## src/rtl/multicycle_ctrl_if.sv

```systemverilog
// Handshake and control bundle between the multi-cycle sequencer and the
// CPU wrapper, instruction memory and datapath blocks.
interface multicycle_ctrl_if;
  logic        start_i;
  logic        imem_req_o;
  logic        imem_ack_i;
  logic [6:0]  opcode_i;
  logic        pc_write_o;
  logic        ir_write_o;
  logic [1:0]  ALUOp_o;
  logic        ALUSrc_o;
  logic        RegWrite_o;
  logic        busy_o;
  logic        illegal_o;
  logic        timeout_o;
  logic [31:0] instr_count_o;

  modport master (
    input  start_i,
    output imem_req_o,
    input  imem_ack_i,
    input  opcode_i,
    output pc_write_o,
    output ir_write_o,
    output ALUOp_o,
    output ALUSrc_o,
    output RegWrite_o,
    output busy_o,
    output illegal_o,
    output timeout_o,
    output instr_count_o
  );

  modport slave (
    output start_i,
    input  imem_req_o,
    output imem_ack_i,
    output opcode_i,
    input  pc_write_o,
    input  ir_write_o,
    input  ALUOp_o,
    input  ALUSrc_o,
    input  RegWrite_o,
    input  busy_o,
    input  illegal_o,
    input  timeout_o,
    input  instr_count_o
  );
endinterface

```

## src/rtl/multicycle_ctrl.sv

```systemverilog
// Multi-cycle RV32 sequencer: FETCH/DECODE/EXEC/WB with imem handshake,
// fetch timeout, sticky fault flags and a retired-instruction counter.
module multicycle_ctrl #(
  parameter int unsigned WAIT_MAX = 15
) (
  input  logic                  clk_i,
  input  logic                  rst_i,
  multicycle_ctrl_if.master     bus
);

  typedef enum logic [2:0] {
    S_IDLE   = 3'd0,
    S_FETCH  = 3'd1,
    S_DECODE = 3'd2,
    S_EXEC   = 3'd3,
    S_WB     = 3'd4,
    S_HALT   = 3'd5
  } state_e;

  typedef enum logic {
    OP_R = 1'b0,
    OP_I = 1'b1
  } op_e;

  localparam logic [6:0] OPC_R      = 7'b0110011;
  localparam logic [6:0] OPC_I      = 7'b0010011;
  localparam logic [7:0] WAIT_LIMIT = 8'(WAIT_MAX);

  state_e      state_q, state_d;
  op_e         op_q, op_d;
  logic [7:0]  wait_q, wait_d;
  logic        illegal_q, illegal_d;
  logic        timeout_q, timeout_d;
  logic [31:0] instr_count_q, instr_count_d;

  logic        imem_req;
  logic        pc_write;
  logic        ir_write;
  logic        reg_write;
  logic        busy;
  logic [1:0]  alu_op;
  logic        alu_src;

  // Next-state and strobe decode
  always_comb begin
    state_d       = state_q;
    op_d          = op_q;
    wait_d        = wait_q;
    illegal_d     = illegal_q;
    timeout_d     = timeout_q;
    instr_count_d = instr_count_q;
    imem_req      = 1'b0;
    pc_write      = 1'b0;
    ir_write      = 1'b0;
    reg_write     = 1'b0;
    busy          = 1'b0;

    case (state_q)
      S_IDLE: begin
        if (bus.start_i) begin
          state_d = S_FETCH;
          wait_d  = '0;
        end
      end

      S_FETCH: begin
        busy     = 1'b1;
        imem_req = 1'b1;
        // An ack on the limit cycle wins over the timeout.
        if (bus.imem_ack_i) begin
          ir_write = 1'b1;
          pc_write = 1'b1;
          wait_d   = '0;
          state_d  = S_DECODE;
        end else if (wait_q == WAIT_LIMIT) begin
          timeout_d = 1'b1;
          state_d   = S_HALT;
        end else begin
          wait_d = wait_q + 8'd1;
        end
      end

      S_DECODE: begin
        busy = 1'b1;
        case (bus.opcode_i)
          OPC_R: begin
            op_d    = OP_R;
            state_d = S_EXEC;
          end
          OPC_I: begin
            op_d    = OP_I;
            state_d = S_EXEC;
          end
          default: begin
            illegal_d = 1'b1;
            state_d   = S_HALT;
          end
        endcase
      end

      S_EXEC: begin
        busy    = 1'b1;
        state_d = S_WB;
      end

      S_WB: begin
        busy          = 1'b1;
        reg_write     = 1'b1;
        instr_count_d = instr_count_q + 32'd1;
        state_d       = bus.start_i ? S_FETCH : S_IDLE;
        wait_d        = '0;
      end

      S_HALT: begin
        state_d = S_HALT;
      end

      default: begin
        state_d = S_IDLE;
      end
    endcase
  end

  // ALU controls follow the latched instruction class only in EXEC and WB
  always_comb begin
    alu_op  = 2'b00;
    alu_src = 1'b0;
    if (state_q == S_EXEC || state_q == S_WB) begin
      alu_op  = (op_q == OP_R) ? 2'b10 : 2'b11;
      alu_src = (op_q == OP_I);
    end
  end

  always_comb begin
    bus.imem_req_o    = imem_req;
    bus.pc_write_o    = pc_write;
    bus.ir_write_o    = ir_write;
    bus.ALUOp_o       = alu_op;
    bus.ALUSrc_o      = alu_src;
    bus.RegWrite_o    = reg_write;
    bus.busy_o        = busy;
    bus.illegal_o     = illegal_q;
    bus.timeout_o     = timeout_q;
    bus.instr_count_o = instr_count_q;
  end

  always_ff @(posedge clk_i) begin
    if (!rst_i) begin
      state_q       <= S_IDLE;
      op_q          <= OP_R;
      wait_q        <= '0;
      illegal_q     <= 1'b0;
      timeout_q     <= 1'b0;
      instr_count_q <= '0;
    end else begin
      state_q       <= state_d;
      op_q          <= op_d;
      wait_q        <= wait_d;
      illegal_q     <= illegal_d;
      timeout_q     <= timeout_d;
      instr_count_q <= instr_count_d;
    end
  end

endmodule

```

## src/flat_wrapper.sv

```systemverilog
// flat-port wrapper written by rule: the top's interface ports become plain ports
module multicycle_ctrl_flat 
#(
  parameter int unsigned WAIT_MAX = 15
)
  (clk_i, rst_i, bus_start_i, bus_imem_req_o, bus_imem_ack_i, bus_opcode_i, bus_pc_write_o, bus_ir_write_o, bus_ALUOp_o, bus_ALUSrc_o, bus_RegWrite_o, bus_busy_o, bus_illegal_o, bus_timeout_o, bus_instr_count_o);
  multicycle_ctrl_if bus_i ();
  input  logic clk_i;
  input  logic rst_i;
  input wire logic [$bits(bus_i.start_i)-1:0] bus_start_i;
  output wire logic [$bits(bus_i.imem_req_o)-1:0] bus_imem_req_o;
  input wire logic [$bits(bus_i.imem_ack_i)-1:0] bus_imem_ack_i;
  input wire logic [$bits(bus_i.opcode_i)-1:0] bus_opcode_i;
  output wire logic [$bits(bus_i.pc_write_o)-1:0] bus_pc_write_o;
  output wire logic [$bits(bus_i.ir_write_o)-1:0] bus_ir_write_o;
  output wire logic [$bits(bus_i.ALUOp_o)-1:0] bus_ALUOp_o;
  output wire logic [$bits(bus_i.ALUSrc_o)-1:0] bus_ALUSrc_o;
  output wire logic [$bits(bus_i.RegWrite_o)-1:0] bus_RegWrite_o;
  output wire logic [$bits(bus_i.busy_o)-1:0] bus_busy_o;
  output wire logic [$bits(bus_i.illegal_o)-1:0] bus_illegal_o;
  output wire logic [$bits(bus_i.timeout_o)-1:0] bus_timeout_o;
  output wire logic [$bits(bus_i.instr_count_o)-1:0] bus_instr_count_o;
  assign bus_i.start_i = bus_start_i;
  assign bus_imem_req_o = bus_i.imem_req_o;
  assign bus_i.imem_ack_i = bus_imem_ack_i;
  assign bus_i.opcode_i = bus_opcode_i;
  assign bus_pc_write_o = bus_i.pc_write_o;
  assign bus_ir_write_o = bus_i.ir_write_o;
  assign bus_ALUOp_o = bus_i.ALUOp_o;
  assign bus_ALUSrc_o = bus_i.ALUSrc_o;
  assign bus_RegWrite_o = bus_i.RegWrite_o;
  assign bus_busy_o = bus_i.busy_o;
  assign bus_illegal_o = bus_i.illegal_o;
  assign bus_timeout_o = bus_i.timeout_o;
  assign bus_instr_count_o = bus_i.instr_count_o;
  multicycle_ctrl #(.WAIT_MAX(WAIT_MAX)) u_core (.clk_i(clk_i), .rst_i(rst_i), .bus(bus_i));
endmodule
```

## config.mk

```make
export PLATFORM = sky130hd
export DESIGN_NAME = multicycle_ctrl_flat
export DESIGN_NICKNAME = d
export VERILOG_FILES = /design/src/rtl/multicycle_ctrl_if.sv /design/src/rtl/multicycle_ctrl.sv /design/src/flat_wrapper.sv
export SDC_FILE = /design/constraint.sdc
export NUM_CORES = 1
export LEC_CHECK = 0
export BUFFER_PORTS_ARGS = -buffer_cell sky130_fd_sc_hd__buf_4
export CORE_UTILIZATION = 35
export CTS_CLUSTER_DIAMETER = 40
export DETAILED_ROUTE_END_ITERATION = 8
export MAX_ROUTING_LAYER = met4
export SLEW_MARGIN = 20
export SYNTH_ARGS = -nofsm -noshare
export SYNTH_HDL_FRONTEND = slang
export SYNTH_SLANG_ARGS = --single-unit
```

## constraint.sdc

```tcl
create_clock -name clk_i -period 2.3 [get_ports clk_i]
set_input_delay 0.46 -clock clk_i [delete_from_list [all_inputs] [get_ports clk_i]]
set_output_delay 0.46 -clock clk_i [all_outputs]
set_load 0.1 [all_outputs]
```

==> results summary, run 1 <==
The startpoint-to-endpoint class of the critical path is register to output pin. The average footprint of a synthesized cell is 8.450 sq um. The number of search-and-repair iterations in the first detailed-routing pass came out at 4. The I/O pin total is 53. In this design, the critical path's most frequently occurring cell is buf_4. The wire length per cell came out at 13.29 um.

The critical path buffer and inverter count came out at 2. The endpoint of the worst setup timing path is bus_ALUSrc_o. Summed over all instances, the cell type with the most area after synthesis is dfxtp_1. For this block, the routed nets add up to 5343 um of wire.

The min-delay analysis places its worst path in the category input pin to register. The synthesized design contains 0 enable-type register cells. The XOR/XNOR share of the synthesized area came out at 0.04573. The slack of the critical path is 0.2112 ns.

The most instantiated library cell after synthesis is dfxtp_1. Traced cell by cell, the critical path runs through buf_4 > nor3b_4 > o21bai_4 > and2_4 > buf_4. The maximum net fanout on the critical path came out at 11.

Static timing analysis puts the maximum clock frequency at 0.4787 GHz. The post-route fraction of the period consumed by the critical path came out at 0.9082. The post-synthesis share of cell area spent on and, or, nand and nor gates came out at 0.3206. For this design the ratio of total power to cell area is 536.5 nW/um^2. The max-slew violation count is 0. For this run, the number of Yosys warnings is 0. In the synthesized netlist the dominant register cell turns out to be dfxtp_1. The synthesized net count is 285. Measured against the total synthesized area, the mux share comes to 0.008710. The buffer cell driving the clock tree root is clkbuf_8. The final-layout fill cell count came out at 639. The total of flip-flops plus latches after synthesis is 46. The instance count of the mapped netlist is 272. The measured slew at the worst slew-check pin is 0.5776 ns. The count of standard-cell rows came out at 29. The type of element capturing the critical path is an output pin.

The chip width came out at 83.04 um. STA classifies the critical path startpoint as a register. The synthesis-to-layout area growth is 27.33%.

The finished cells cover 2927 sq um. In this run the tightest slew margin relative to its limit is 0.6097. For this configuration, the core starts out at a cell density of 0.3620.

The count of different cell masters after synthesis is 40. Counting flops with an async set or reset pin after synthesis yields a share of 0. The number of nets with antenna violations after routing is 0. Across the routed clock network, the largest skew measured is 0.006807 ns. The die covers 6895 sq um. After detailed routing, the number of vias per cell comes to 5.619.

Before CTS, the worst setup slack after placement is 0.1313 ns. The number of hold buffers added after CTS was 0. The maximum number of pins on one net before global-route repair is 26.

The final global-route overflow total came out at 0. The first global-routing pass estimated 9377 um of wire. The H-tree generated during clock tree synthesis spans 2 levels. The count of inserted antenna diode cells is 0.

For this run, design rule violations remaining after detail routing come to 0. The via count came out at 2259. The compound-cell area share of the yosys netlist is 0.1720.

Max-cap violations in this run came to 0. The clock passes through at most 2 buffers. The count of final setup violators is 0. The shortest period the worst path allows came out at 2.089 ns. The arrival time reported for the critical path endpoint is 1.63 ns.

The number of buffers inserted during clock tree synthesis is 5. For the worst setup path, the data required time is 1.84 ns. In this run the critical register-to-register path is captured at u_core.bus.instr_count_o[31]. The count of nets after finishing came out at 337. The cell area after technology mapping came out at 2298 sq um.

The share of the Yosys chip area taken by registers is 0.4007. The slack of the worst reg-to-reg path is 0.26 ns. The initial antenna violation count came out at 0.

The share of Yosys cell area claimed by the top area cell type came out at 0.4007. The number of sinks on the clock net is 46. The multi-input combinational cells in the finished layout cover a total of 1313 sq um. Routability-driven placement finished with a final weighted congestion of 0.7723. By area, the combinational part of the netlist is dominated by simple AND/OR/NAND/NOR gates.

The cell area after placement came out at 2813 sq um. The gate family responsible for the most delay along the worst path is buffers and inverters. Summing all flip-flop and latch instances after layout gives 938.4 sq um. The CTS clock-pin slew for the worst setup and hold paths is 0.08 ns. Setup repair after global routing left no endpoint under its margin. The number of hold-slack violations in the final timing report is 0.

The flow ran to the end, and the final reports show no timing, DRC or antenna violations. The core region area is 6350 sq um. The leakage dissipation came out at 1.055 nW. In this design, the stage delay of the slowest critical-path cell is 0.35 ns. The count of port buffers added during placement is 52. Sorting the synthesized cells by how often they occur yields 46 x dfxtp_1, 32 x a21oi_1, 21 x nand2_1, 19 x or4_1, 18 x nor2_1. The synthesized-area fraction occupied by adder cells came out at 0.01089. The launch instance of the worst register-to-register path is u_core.state_q[1]. The standard cell with the maximum stage delay on the critical path is dfxtp_2.

The insertion delay to the later sink of the worst-skew pair came out at 0.30 ns. The critical path depth in cells is 5. The final standard cell utilization of the core is 0.4609. The TritonCTS clock tree is built.

The final-layout worst hold slack is 0.3428 ns. The global-route total usage across every layer is 0.1677. The number of global-route vias before repair is 2036. The depth of the most critical reg-to-reg path came out at 4. The worst hold path cell count came out at 2.

Sorting the synthesized cells by area gives the leading types as dfxtp_1 40%, a21oi_1 7.0%, or4_1 6.2%. The half-perimeter wire length after placement is 3823 um. For this block, the initial DRC count from the detailed router was 106.

Tracing the worst setup path back leads to its startpoint at u_core.state_q[2]. The die span in y is 83.04 um. The worst-case IR drop observed on VDD is 0.0002701 V. The layout cell share with drive strength beyond 1 is 0.2646.
==> cell usage in the layout, fill, tap and decap left out, types with 3 or more instances in the layout <==
cell type and count:
nand2b_1 3, and3_1 3, nand4_1 10, and4_1 9, nand2_1 21, a21oi_1 32, nor4_1 3, dfxtp_1 36
xor2_1 5, xnor2_1 7, inv_1 6, o21ai_0 12, o31ai_1 17, or4_1 18, or3_1 9, buf_4 59
nor2_1 18, nand3_1 11, dfxtp_2 8, clkbuf_8 8
==> registers in the layout (all words and copies together) (netlist names) <==
register / flops
u_core.bus.illegal_o: 1
u_core.op_q: 1
u_core.bus.timeout_o: 1
u_core.wait_q: 8
u_core.bus.instr_count_o: 32
u_core.state_q: 3
==> worst min-delay path by stage <==
stage                     slack, ns                  from                    to
after floorplan                0.46      u_core.wait_q[7]      u_core.wait_q[7]
after global placement         0.46  u_core.bus.timeout_o  u_core.bus.timeout_o
after detailed placement       0.46  u_core.bus.timeout_o  u_core.bus.timeout_o
after CTS                      0.33       bus_opcode_i[5]           u_core.op_q
after global routing           0.34       bus_opcode_i[5]           u_core.op_q
final                          0.34       bus_opcode_i[5]           u_core.op_q
==> report_power, final <==
group	internal [mW]	switching (mW)	leakage, nW
clock	0.304	0.272	0.0575
combinational	0.0553	0.134	0.620
sequential	0.800	0.00473	0.377
==> cell families (layout without fill, tap and decap cells) <==
group,Yosys count,count (layout)
adder cells (fa/ha/maj),2,2
flip-flops,46,46
AND/OR/NAND/NOR,122,122
XOR/XNOR,12,12
buffers and inverters,21,74
multiplexers,2,2
AO/OA/AOI/OAI,67,67
==> area by class of cell <==
class	instances	share of cell area
clock buffers	8	0.03762
inverters	7	0.008978
multi-input cells	205	0.4485
flip-flops and latches	46	0.3206
well taps	77	0.03292
repair buffers	59	0.1513
==> repair_timing <==
action | CTS | global route
buffers inserted | 0 | 0
resized for setup | 0 | 1
endpoints found under the setup margin | 0 | 5
==> routing by layer <==
metal  global-route usage  up-vias  share of wire
li1                     -     1128              -
met1               0.2123     1061           0.47
met2               0.2683       66           0.47
met3              0.04175        4          0.058
met4              0.04232        0         0.0069
met5                    -        -              0
==> metrics by stage <==
step                      total power [mW]  instances  TNS, ns
after floorplan                     0.9654        272   -1.871
after global placement               1.014        394        0
after detailed placement             1.014        394        0
after CTS                            1.598        402        0
after global routing                 1.634        402        0
final                                1.570        402        0
Power figures use the tool's default switching activity.
==> inputs of run 2 (changes only) <==
==> constraint.sdc (replaced) <==
create_clock -name clk_i -period 2 [get_ports clk_i]
set_input_delay 0.4 -clock clk_i [delete_from_list [all_inputs] [get_ports clk_i]]
set_output_delay 0.4 -clock clk_i [all_outputs]
set_load 0.1 [all_outputs]
==> results summary, run 2 (synthesis gave the netlist of run 1 again) <==
Outcome: finished, final reports clean (unchanged). The H-tree depth came to 2 (unchanged). The layout cell share with drive strength beyond 1 is 0.3505 (was 0.2646). The via count is 2278 (was 2259). The final-layout worst hold slack is 0.2671 ns (was 0.3428 ns). The number of buffers on the longest clock path came out at 2 (unchanged).

The count of final setup violators came out at 0 (unchanged). The buffer cell driving the clock tree root is clkbuf_8 (unchanged). The total die area came to 6895 sq um (unchanged). The TritonCTS clock tree is built (unchanged).

The number of hold-slack violations in the final timing report is 0 (unchanged). The slack of the critical path is 0.03587 ns (was 0.2112 ns). The synthesis-to-layout area growth came out at 33.53% (was 27.33%). The highest ir drop seen on vdd is 0.0004354 V (was 0.0002701 V). The post-route fraction of the period consumed by the critical path is 0.9821. The number of search-and-repair iterations in the first detailed-routing pass is 4 (unchanged). The max-slew violation count is 0 (unchanged). The worst relative slew slack came out at 0.6950 (was 0.6097). The initial DRC count is 96 (was 106). The core region area came to 6350 sq um (unchanged). The number of buffers inserted during clock tree synthesis came out at 5 (unchanged).

The wire length per cell is 14.09 um (was 13.29 um). The startpoint-to-endpoint class of the critical path was register to output pin (unchanged). Most frequent cells in the layout: 60 x buf_4, 31 x a21oi_1, 20 x nand2_1, 19 x dfxtp_2, 18 x or4_1 (was 59 x buf_4, 36 x dfxtp_1, 32 x a21oi_1, 21 x nand2_1). The arrival time reported for the critical path endpoint came to 1.56 ns (was 1.63 ns). Based on the critical path, the design can be clocked at up to 0.5091 GHz. The number of nets with antenna violations after routing was 0 (unchanged). The initial cell density of the core was 0.3620 (unchanged). The number of sinks on the clock net came to 46 (unchanged). The maximum net fanout on the critical path came out at 7 (was 11).

The flip-flop count of the largest register after layout is 32 (unchanged). The chip width is 83.04 um (unchanged). The type of element capturing the critical path is an output pin (unchanged). The count of standard-cell rows was 29 (unchanged).

The leakage dissipation is 1.094 nW (was 1.055 nW). The final wirelength came to 5748 um (was 5343 um). The final global-route overflow total came out at 0 (unchanged).

The commonest non-fill, non-tap cell in the layout is buf_4 (unchanged). The initial antenna violation count is 0 (unchanged). The maximum number of pins on one net before global-route repair is 32 (was 26). The count of nets after finishing is 343 (was 337).

The type of origin of the critical path is a register (unchanged). The residual DRC count was 0 (unchanged). The die span in y came to 83.04 um (unchanged).

The critical path required time is 1.60 ns (was 1.84 ns). The half-perimeter wire length after placement came out at 3934 um (was 3823 um). Unrepaired setup endpoints after global routing: true (was false).

The reported max-cap violation count came out at 0 (unchanged). The cell area power density is 586.2 nW/um^2 (was 536.5 nW/um^2). The worst slack at placement is 0.05140 ns (was 0.1313 ns).

The number of global-route vias before repair was 2048 (was 2036). The global-route wire length before repair is 9584 um (was 9377 um). The class of the most critical hold timing path is input pin to register (unchanged).

The average vias per placed instance is 5.583 (was 5.619). The clock skew after layout is 0.01370 ns (was 0.006807 ns). The CTS clock-pin slew for the worst setup and hold paths came out at 0.09 ns (was 0.08 ns).

The measured slew at the worst slew-check pin came to 0.4565 ns (was 0.5776 ns). The I/O pin total came out at 53 (unchanged). The shortest period the worst path allows is 1.964 ns.

The global placement routability congestion is 0.7742 (was 0.7723). The global-route total usage across every layer is 0.1735 (was 0.1677). The count of inserted antenna diode cells was 0 (unchanged). The count of port buffers added during placement came out at 52 (unchanged). The insertion delay to the later sink of the worst-skew pair is 0.31 ns (was 0.30 ns).
run 2: changes by cell type in the layout (fill, tap and decap cells not counted), moves of 2 or more:
cell,previous run,this run
dfxtp_2,8,19
dfxtp_4,2,10
dfxtp_1,36,17
clkbuf_8,8,5
buf_12,0,2
buf_6,0,2
run 2: final timing paths:
path,start,end,slack [ns],cells past startpoint
max,u_core.state_q[2],bus_ALUSrc_o,0.04,5
min,bus_opcode_i[5],u_core.op_q,0.27,2
max reg2reg,u_core.state_q[1],u_core.bus.instr_count_o[30],0.06,5
min reg2reg,u_core.bus.illegal_o,u_core.bus.illegal_o,0.48,2
run 2: what timing repair did:
action,4_1_cts,5_1_grt
setup buffers,0,1
hold buffers,0,0
endpoints found under the setup margin,2,9
pin swaps,0,1
resized for setup,5,7
cloned,0,1
run 2: power by group:
group          internal (mW)  leakage (nW)  switching, mW  total, mW
clock network          0.323        0.0529          0.338      0.661
logic                 0.0658         0.652          0.155      0.221
registers              0.909         0.389        0.00767      0.917
total                   1.30          1.09          0.501       1.80
run 2: metal layers:
layer | part of all wire | routed length (um) | global-route usage | vias to the layer above
li1 | - | - | - | 1145
met1 | 0.47 | 2676 | 0.2177 | 1072
met4 | 0.017 | 95 | 0.05956 | 0
met2 | 0.48 | 2739 | 0.2705 | 50
met5 | 0 | 0 | - | -
met3 | 0.041 | 236 | 0.04573 | 11
run 2: metrics by stage:
stage | area, sq um | setup TNS (ns) | total power [mW] | util | instances
after detailed placement | 2904 | 0 | 1.157 | 0.4573 | 398
after global placement | 2904 | 0 | 1.157 | 0.4573 | 398
after floorplan | 2439 | -2.837 | 1.101 | - | 272
after global routing | 3069 | -0.1200 | 1.884 | 0.4834 | 408
after CTS | 3029 | -0.02524 | 1.822 | 0.4770 | 406
final | 3069 | 0 | 1.799 | 0.4834 | 408
run 2: cell type report:
| type | instances | area, sq um |
|---|---|---|
| clock buffers | 6 | 93.84 |
| clock inverters | 2 | 13.76 |
| fillers | 611 | 3281 |
| inverters | 7 | 26.28 |
| multi-input cells | 205 | 1339 |
| flip-flops and latches | 46 | 982.2 |
| well taps | 77 | 96.34 |
| repair buffers | 65 | 518.0 |
run 2: critical path: stages (launching register included):
cell and delay (ns):
dfxtp_4 0.41, buf_6 0.14, nor3b_4 0.19, o21bai_4 0.16, and2_4 0.19, buf_12 0.17
